**src/rtl/mxpl_writer.sv**
```systemverilog
// rtl/mxpl_writer.sv - writes pooled max-pool results into output memory in row-major order
module mxpl_writer #(
    parameter int DATAW = 20,
    parameter int ADDRW = 12
) (
    input  logic             clk,
    input  logic             reset,
    input  logic             start,
    input  logic [ADDRW-1:0] baseAddr,
    input  logic [ADDRW-1:0] rowStride,
    input  logic [5:0]       mapW,
    input  logic [5:0]       mapH,
    input  logic             reluEn,
    input  logic [DATAW-1:0] result,
    input  logic             mxplDone,
    output logic             wen,
    output logic [ADDRW-1:0] waddr,
    output logic [DATAW-1:0] wdata,
    output logic             busy,
    output logic             layerDone,
    output logic             err
);

    typedef enum logic [1:0] {
        S_IDLE = 2'd0,
        S_RUN  = 2'd1,
        S_DONE = 2'd2
    } state_t;

    state_t           state_q, state_d;
    logic [ADDRW-1:0] stride_q, stride_d;
    logic [ADDRW-1:0] row_addr_q, row_addr_d;
    logic [5:0]       map_w_q, map_w_d;
    logic [5:0]       map_h_q, map_h_d;
    logic             relu_q, relu_d;
    logic [5:0]       col_q, col_d;
    logic [5:0]       row_q, row_d;
    logic             wen_q, wen_d;
    logic [ADDRW-1:0] waddr_q, waddr_d;
    logic [DATAW-1:0] wdata_q, wdata_d;
    logic             err_q, err_d;

    // A 6-bit size of 0 wraps to 63 here, which is exactly the last index of a 64-wide map.
    logic [5:0]       last_col, last_row;
    logic [DATAW-1:0] processed;

    assign last_col = map_w_q - 6'd1;
    assign last_row = map_h_q - 6'd1;

    // The sign bit marks a negative result; ReLU forces those to zero without changing width.
    assign processed = (relu_q && result[DATAW-1]) ? '0 : result;

    // Next-state, counter stepping and write register update.
    always_comb begin
        state_d    = state_q;
        stride_d   = stride_q;
        row_addr_d = row_addr_q;
        map_w_d    = map_w_q;
        map_h_d    = map_h_q;
        relu_d     = relu_q;
        col_d      = col_q;
        row_d      = row_q;
        wen_d      = 1'b0;
        waddr_d    = waddr_q;
        wdata_d    = wdata_q;
        err_d      = err_q;
        case (state_q)
            S_IDLE: begin
                if (start) begin
                    state_d    = S_RUN;
                    stride_d   = rowStride;
                    row_addr_d = baseAddr;
                    map_w_d    = mapW;
                    map_h_d    = mapH;
                    relu_d     = reluEn;
                    col_d      = 6'd0;
                    row_d      = 6'd0;
                    err_d      = 1'b0;
                end else if (mxplDone) begin
                    err_d = 1'b1;
                end
            end
            S_RUN: begin
                if (mxplDone) begin
                    wen_d   = 1'b1;
                    waddr_d = row_addr_q + ADDRW'(col_q);
                    wdata_d = processed;
                    if (col_q == last_col) begin
                        col_d      = 6'd0;
                        row_d      = row_q + 6'd1;
                        row_addr_d = row_addr_q + stride_q;
                        if (row_q == last_row) begin
                            state_d = S_DONE;
                        end
                    end else begin
                        col_d = col_q + 6'd1;
                    end
                end
            end
            S_DONE: begin
                state_d = S_IDLE;
                if (mxplDone) begin
                    err_d = 1'b1;
                end
            end
            default: state_d = S_IDLE;
        endcase
    end

    // State and datapath registers, cleared asynchronously so no write survives a reset.
    always_ff @(posedge clk or negedge reset) begin
        if (!reset) begin
            state_q    <= S_IDLE;
            stride_q   <= '0;
            row_addr_q <= '0;
            map_w_q    <= '0;
            map_h_q    <= '0;
            relu_q     <= 1'b0;
            col_q      <= '0;
            row_q      <= '0;
            wen_q      <= 1'b0;
            waddr_q    <= '0;
            wdata_q    <= '0;
            err_q      <= 1'b0;
        end else begin
            state_q    <= state_d;
            stride_q   <= stride_d;
            row_addr_q <= row_addr_d;
            map_w_q    <= map_w_d;
            map_h_q    <= map_h_d;
            relu_q     <= relu_d;
            col_q      <= col_d;
            row_q      <= row_d;
            wen_q      <= wen_d;
            waddr_q    <= waddr_d;
            wdata_q    <= wdata_d;
            err_q      <= err_d;
        end
    end

    assign wen       = wen_q;
    assign waddr     = waddr_q;
    assign wdata     = wdata_q;
    assign busy      = (state_q == S_RUN);
    assign layerDone = (state_q == S_DONE);
    assign err       = err_q;

endmodule

```
**config.mk**
```make
export PLATFORM = sky130hd
export DESIGN_NAME = mxpl_writer
export DESIGN_NICKNAME = d
export VERILOG_FILES = /design/src/rtl/mxpl_writer.sv
export SDC_FILE = /design/constraint.sdc
export NUM_CORES = 1
export LEC_CHECK = 0
export ABC_AREA = 1
export ABC_CLOCK_PERIOD_IN_PS = 3900
export CORE_ASPECT_RATIO = 1.4
export CORE_MARGIN = 5
export CORE_UTILIZATION = 45
export DETAILED_ROUTE_END_ITERATION = 8
export DONT_BUFFER_PORTS = 1
export GPL_ROUTABILITY_DRIVEN = 0
export PLACE_DENSITY = 0.63
export SYNTH_ARGS = -nofsm -noshare
export SYNTH_HDL_FRONTEND = slang
export SYNTH_SLANG_ARGS = --single-unit
```
**constraint.sdc**
```tcl
create_clock -name clk -period 3.9 [get_ports clk]
set_input_delay 0.195 -clock clk [delete_from_list [all_inputs] [get_ports clk]]
set_output_delay 0.195 -clock clk [all_outputs]
set_load 0.05 [all_outputs]
```
After elaboration in Yosys (flattened, before gate mapping)
Index checks and enable logic that the tools add are counted.

Mux-type cells: 22. Reductions and logical operators: 9. Equal/unequal tests: 8. $add $sub $neg: 6.

Operator list (number): 12-bit 2-to-1 mux (3); 6-bit 2-to-1 mux (5); 12-bit one-hot mux with 2 select lines (1); 6-bit one-hot mux with 2 select lines (2); 20-bit 2-to-1 mux (1); 12-bit adder (1); 12-bit by 6-bit adder with 12-bit output (1); 6-bit by 1-bit adder with 6-bit output, second input constant (2); 6-bit equality test (2); 6-bit by 1-bit subtractor with 6-bit output, second input constant (2); 2-bit 2-to-1 mux (4); 4-bit AND reduction (2); 1-bit 2-to-1 mux (4); 2-bit by 1-bit != test with 1-bit output, second input constant (2); 2-bit != test, second input constant (2); 2-bit one-hot mux with 2 select lines (1); 2-bit AND reduction (2); 2-bit nonzero test (2); 3-bit AND reduction (1); 2-bit by 1-bit equality test with 1-bit output, second input constant (1); 2-bit equality test, second input constant (1); 2-bit logical NOT (1); 1-bit one-hot mux with 2 select lines (1); 1-bit logical AND (1).

Bits of input ports: 61. Output and inout port bits: 36. Logic and storage cells: 57. Flip-flop bits (word level): 85.

Longest topological paths before layout
Depth after elaboration: 6. Depth in mapped cells: 14. Mapped depth without buffers: 13.

Worst setup path after synthesis
OpenSTA, ideal clock, no wires.

Path kind: register to register. From: reg col_q[0]. To: reg waddr_q[6] (netlist: waddr[6]). Stages on the path, launching flop included: 11. Clock period less this slack: 1780 ps. Library setup time: 66 ps. Data arrival time: 1714 ps. Setup slack: 2120 ps. Data required time: 3834 ps. Path buffers: 0. Cell sequence: dfrtp_1 ha_1 fa_1 nand3_1 nand2_1 nand2_1 nand2_1 a21oi_1 xor2_1 nand2_1 nand2_1.

Word-level cells in the longest chain between the ends: 1.

Ends and longest elaborated chain: start, declared (RTL line 36) `logic [5:0] col_q, col_d;`; start signal, assigned (RTL line 132) `col_q <= col_d;`; 12-bit by 6-bit adder with 12-bit output (RTL line 86) `waddr_d = row_addr_q + ADDRW'(col_q);`; end signal, assigned (RTL line 135) `waddr_q <= waddr_d;`; end, declared (RTL line 39) `logic [ADDRW-1:0] waddr_q, waddr_d;`.

No other way between the ends. A chain may end at the register's enable or synchronous reset.

Final worst setup path
From: reg state_q[0]. To: reg waddr_q[5] (netlist: waddr[5]).

Word-level cells in the longest chain between the ends: 2.

Ends and longest elaborated chain: start, declared (RTL line 30) `state_t state_q, state_d;`; start signal, assigned (RTL line 126) `state_q <= state_d;`; 2-bit by 1-bit equality test with 1-bit output; net busy (RTL line 19) `output logic busy,`; 2-bit AND reduction (no source line).

The timed path passes the listed nets, and every way through them passes these cells.

==> run summary <==
Status = completed
Vias = 4274
Die footprint = 0.01353 mm²
Iter 0 DRT Violations = 134
Fmax = 377.7 MHz
PnR worst setup slack = 1.252 ns
Post-synth top cells = 241 x nand2_1, 85 x dfrtp_1, 77 x nand3_1
Reg2Reg Setup Slack = 1.25 ns
Reg2reg end = waddr[5]$_DFFE_PN0P_
Worst EP required = 4.09 ns
Root buffer cell = clkbuf_16
H-tree lvl count = 3
CP max stage delay = 0.57 ns
P&R area growth vs syn = 14.16%
WP depth = 8
RSZ-0062 raised after global routing = no
Hold depth = 2
Site Rows = 46
Largest fanout on the critical path = 38
Count of different cell masters after synthesis = 34
Worst slack at placement = 1.234 ns
Port-buffer cells = 0
Layout Nets = 778
First-pass GRT wire length = 19.97 mm
Busiest grt layer = met2
Combinational fraction of design power = 40.1%
Worst-path cell chain = inv_2, nor2_4, inv_2, nor2_4, buf_4, inv_2, nand2_1, o21ai_0
Drt pass-1 iters = 4
Final period utilization = 67.89%
Net count after synthesis = 753
Cells after synthesis = 669
Int Pwr = 0.002437 W
Worst Hold End = map_h_q[2]$_DFFE_PN0P_
Fin. Hold Viols = 0
Nature of the critical path endpoint = flip-flop
Total of max-cap violations = 0
Power Dens Cells = 794.1 mW/mm²
Average size of a mapped cell = 7.582 µm²
Detailed-placement wirelength estimate = 8.590 mm
Post-synth EDFFs = 0
Register area = 0.002127 mm²
GRT met3 Usage = 4.740%
Final setup vio count = 0
Vias in the first global route = 4239
ANT nets after route = 0
Pin count of the biggest net entering global routing = 86
Worst path bufs/invs = 4
Worst Setup Start Kind = flip-flop
Hold Path Origin = mapH[2]
Clock Path Buffers = 2
Worst-path clk slew = 0.06 ns
Primary FF master, synth = dfrtp_1
Initial Util = 45.43%
Measured slew at the worst slew-check pin = 1.018 ns
CTS buffer count = 9
Clock Latency Late Sink = 0.35 ns
Slowest-stage cell, CP = nor2_4
Max-slew violation count = 0
Peak supply drop = 0.0003431 V
Die width = 99.73 µm
Clk network pwr share = 18.5%
Final wirelength = 11.89 mm
Multi-input combinational cell area = 0.002599 mm²
CTS tree = done
Most used cell along the critical path = inv_2
Post-synth top area cell = dfrtp_1
Sw Ratio = 47.00%
Met1 Use GR = 22.24%
Critical path's top delay family = buffers and inverters
Critical Path AT = 2.84 ns
Slew headroom = 31.88%
Layout cells sized above 1 = 8.155%
Netlist Area Pre-Place = 0.005072 mm²
Async S/R FF share, synth = 100.0%
Via density per instance = 5.070
Final TNS setup = 0 ns
Core area = 0.01117 mm²
Clock Sinks = 85
Gr usage total = 18.33%
Remaining Overflow, GRT = 0
Worst R2R Path Depth = 8
Lkg Pwr = 2.952 nW
Sequential share of the synthesized area = 41.93%
Initial antenna violation count = 0
# Post-CTS Setup Buffers = 0
Number of fillers in the final layout = 1095
Synth top area share = 41.93%
Minimum clock period = 2.648 ns
Antenna cells = 0
Number of I/O pins = 97
Synth area leaders = dfrtp_1 42%, nand2_1 18%, nand3_1 7.6%
CP Class = reg2reg
Worst-case clock skew = 0.01027 ns
Most numerous cell in the Yosys netlist = nand2_1
DIE HEIGHT = 135.6 µm
NetSw = 0.002161 W
Register bit total from synthesis = 85
Avg WL per Cell = 14.10 µm
Worst reg2reg path startpoint = state_q[0]$_DFFE_PN0P_
DRC Markers = 0
Hold Path Class = in2reg
Sequential share of power = 41.4%
Ys Warns = 0
Met2 global-route usage = 30.25%
[cell type report]
class / count / area share (%)
inverter: 64 / 4.149
sequential: 85 / 36.73
tap: 144 / 3.112
clock inverter: 2 / 0.2593
timing repair buffer: 33 / 5.964
multi-input combinational: 501 / 44.88
clock buffer: 14 / 4.905
[layout by cell type (no fill, tap or decap), types with 2 or more instances in the layout]
cell type	synthesis	final
nand3_1	77	76
clkinvlp_4	0	2
nor2_1	47	47
a21oi_1	24	24
nand4_1	7	7
clkbuf_16	0	9
o21ai_0	16	16
mux2_2	13	13
dlygate4sd3_1	0	31
nand3b_1	3	3
dfrtp_1	85	85
nor2_4	2	2
ha_1	21	21
fa_1	2	2
nor2_2	2	2
o22ai_1	3	3
nand2_8	2	2
nand2_2	10	10
clkbuf_8	0	4
inv_2	7	7
xnor2_1	7	7
inv_1	57	57
xor2_1	11	11
nor3_1	3	3
nand2_1	241	241
nor3b_1	2	2
[timing repair]
item	4_1_cts	5_1_grt
gates resized for setup	0	0
hold buffers	32	0
hold endpoints to repair	115	0
[kinds of logic (layout without fill, tap and decap cells)]
family / count (synthesis) / count (layout) / share of synthesized area, %
AOI/OAI and AO/OA: 49 / 49 / 5.180
xor gates and xnor gates: 18 / 18 / 3.108
adders and majority gates: 23 / 23 / 5.969
buffers and inverters: 83 / 113 / 6.932
DFF: 85 / 85 / 41.93
muxes: 13 / 13 / 2.886
and+or+nand+nor: 398 / 398 / 33.99
[how the worst max path moves through the flow]
stage,from,to,slack (ns)
after floorplan,col_q[0]$_DFFE_PN0P_,waddr[6]$_DFFE_PN0P_,2.12
after global placement,state_q[0]$_DFFE_PN0P_,waddr[8]$_DFFE_PN0P_,1.36
after detailed placement,state_q[0]$_DFFE_PN0P_,waddr[5]$_DFFE_PN0P_,1.23
after CTS,state_q[0]$_DFFE_PN0P_,waddr[5]$_DFFE_PN0P_,1.22
after global routing,state_q[0]$_DFFE_PN0P_,waddr[5]$_DFFE_PN0P_,1.00
final,state_q[0]$_DFFE_PN0P_,waddr[5]$_DFFE_PN0P_,1.25
[metal layers]
layer | part of all wire, % | wire [µm]
met3 | 7.0 | 829
met2 | 49 | 5770
met1 | 42 | 5000
met5 | 0 | 0
met4 | 2.4 | 286
[power by group through the flow]
| stage | logic, W | registers (W) | clock network, W |
|---|---|---|---|
| final | 0.00184 | 0.00190 | 0.000851 |
| after detailed placement | 0.00180 | 0.00192 | 0 |
| after global placement | 0.00175 | 0.00192 | 0 |
| after CTS | 0.00186 | 0.00191 | 0.000871 |
| after global routing | 0.00216 | 0.00196 | 0.000916 |
| after floorplan | 0.00151 | 0.00180 | 0 |
[metrics by stage]
step / instance area (µm²) / hold slack [ns] / util [%] / power (W) / cells
floorplan: 5072 / -0.1006 / - / 0.003317 / 669
global placement: 5154 / -0.09713 / 46.16 / 0.003674 / 795
detailed placement: 5154 / -0.09720 / 46.16 / 0.003723 / 795
CTS: 5791 / 0.002045 / 51.86 / 0.004635 / 843
global route: 5791 / 0.01216 / 51.86 / 0.005033 / 843
finish: 5791 / 0.01067 / 51.86 / 0.004598 / 843
[flip-flops by register name (all words and copies together) (netlist names), 2 cells and up]
signal      flops
wdata          20
row_q           6
map_h_q         6
state_q         2
col_q           6
stride_q       12
row_addr_q     12
map_w_q         6
waddr          12
Power figures use the tool's default switching activity.
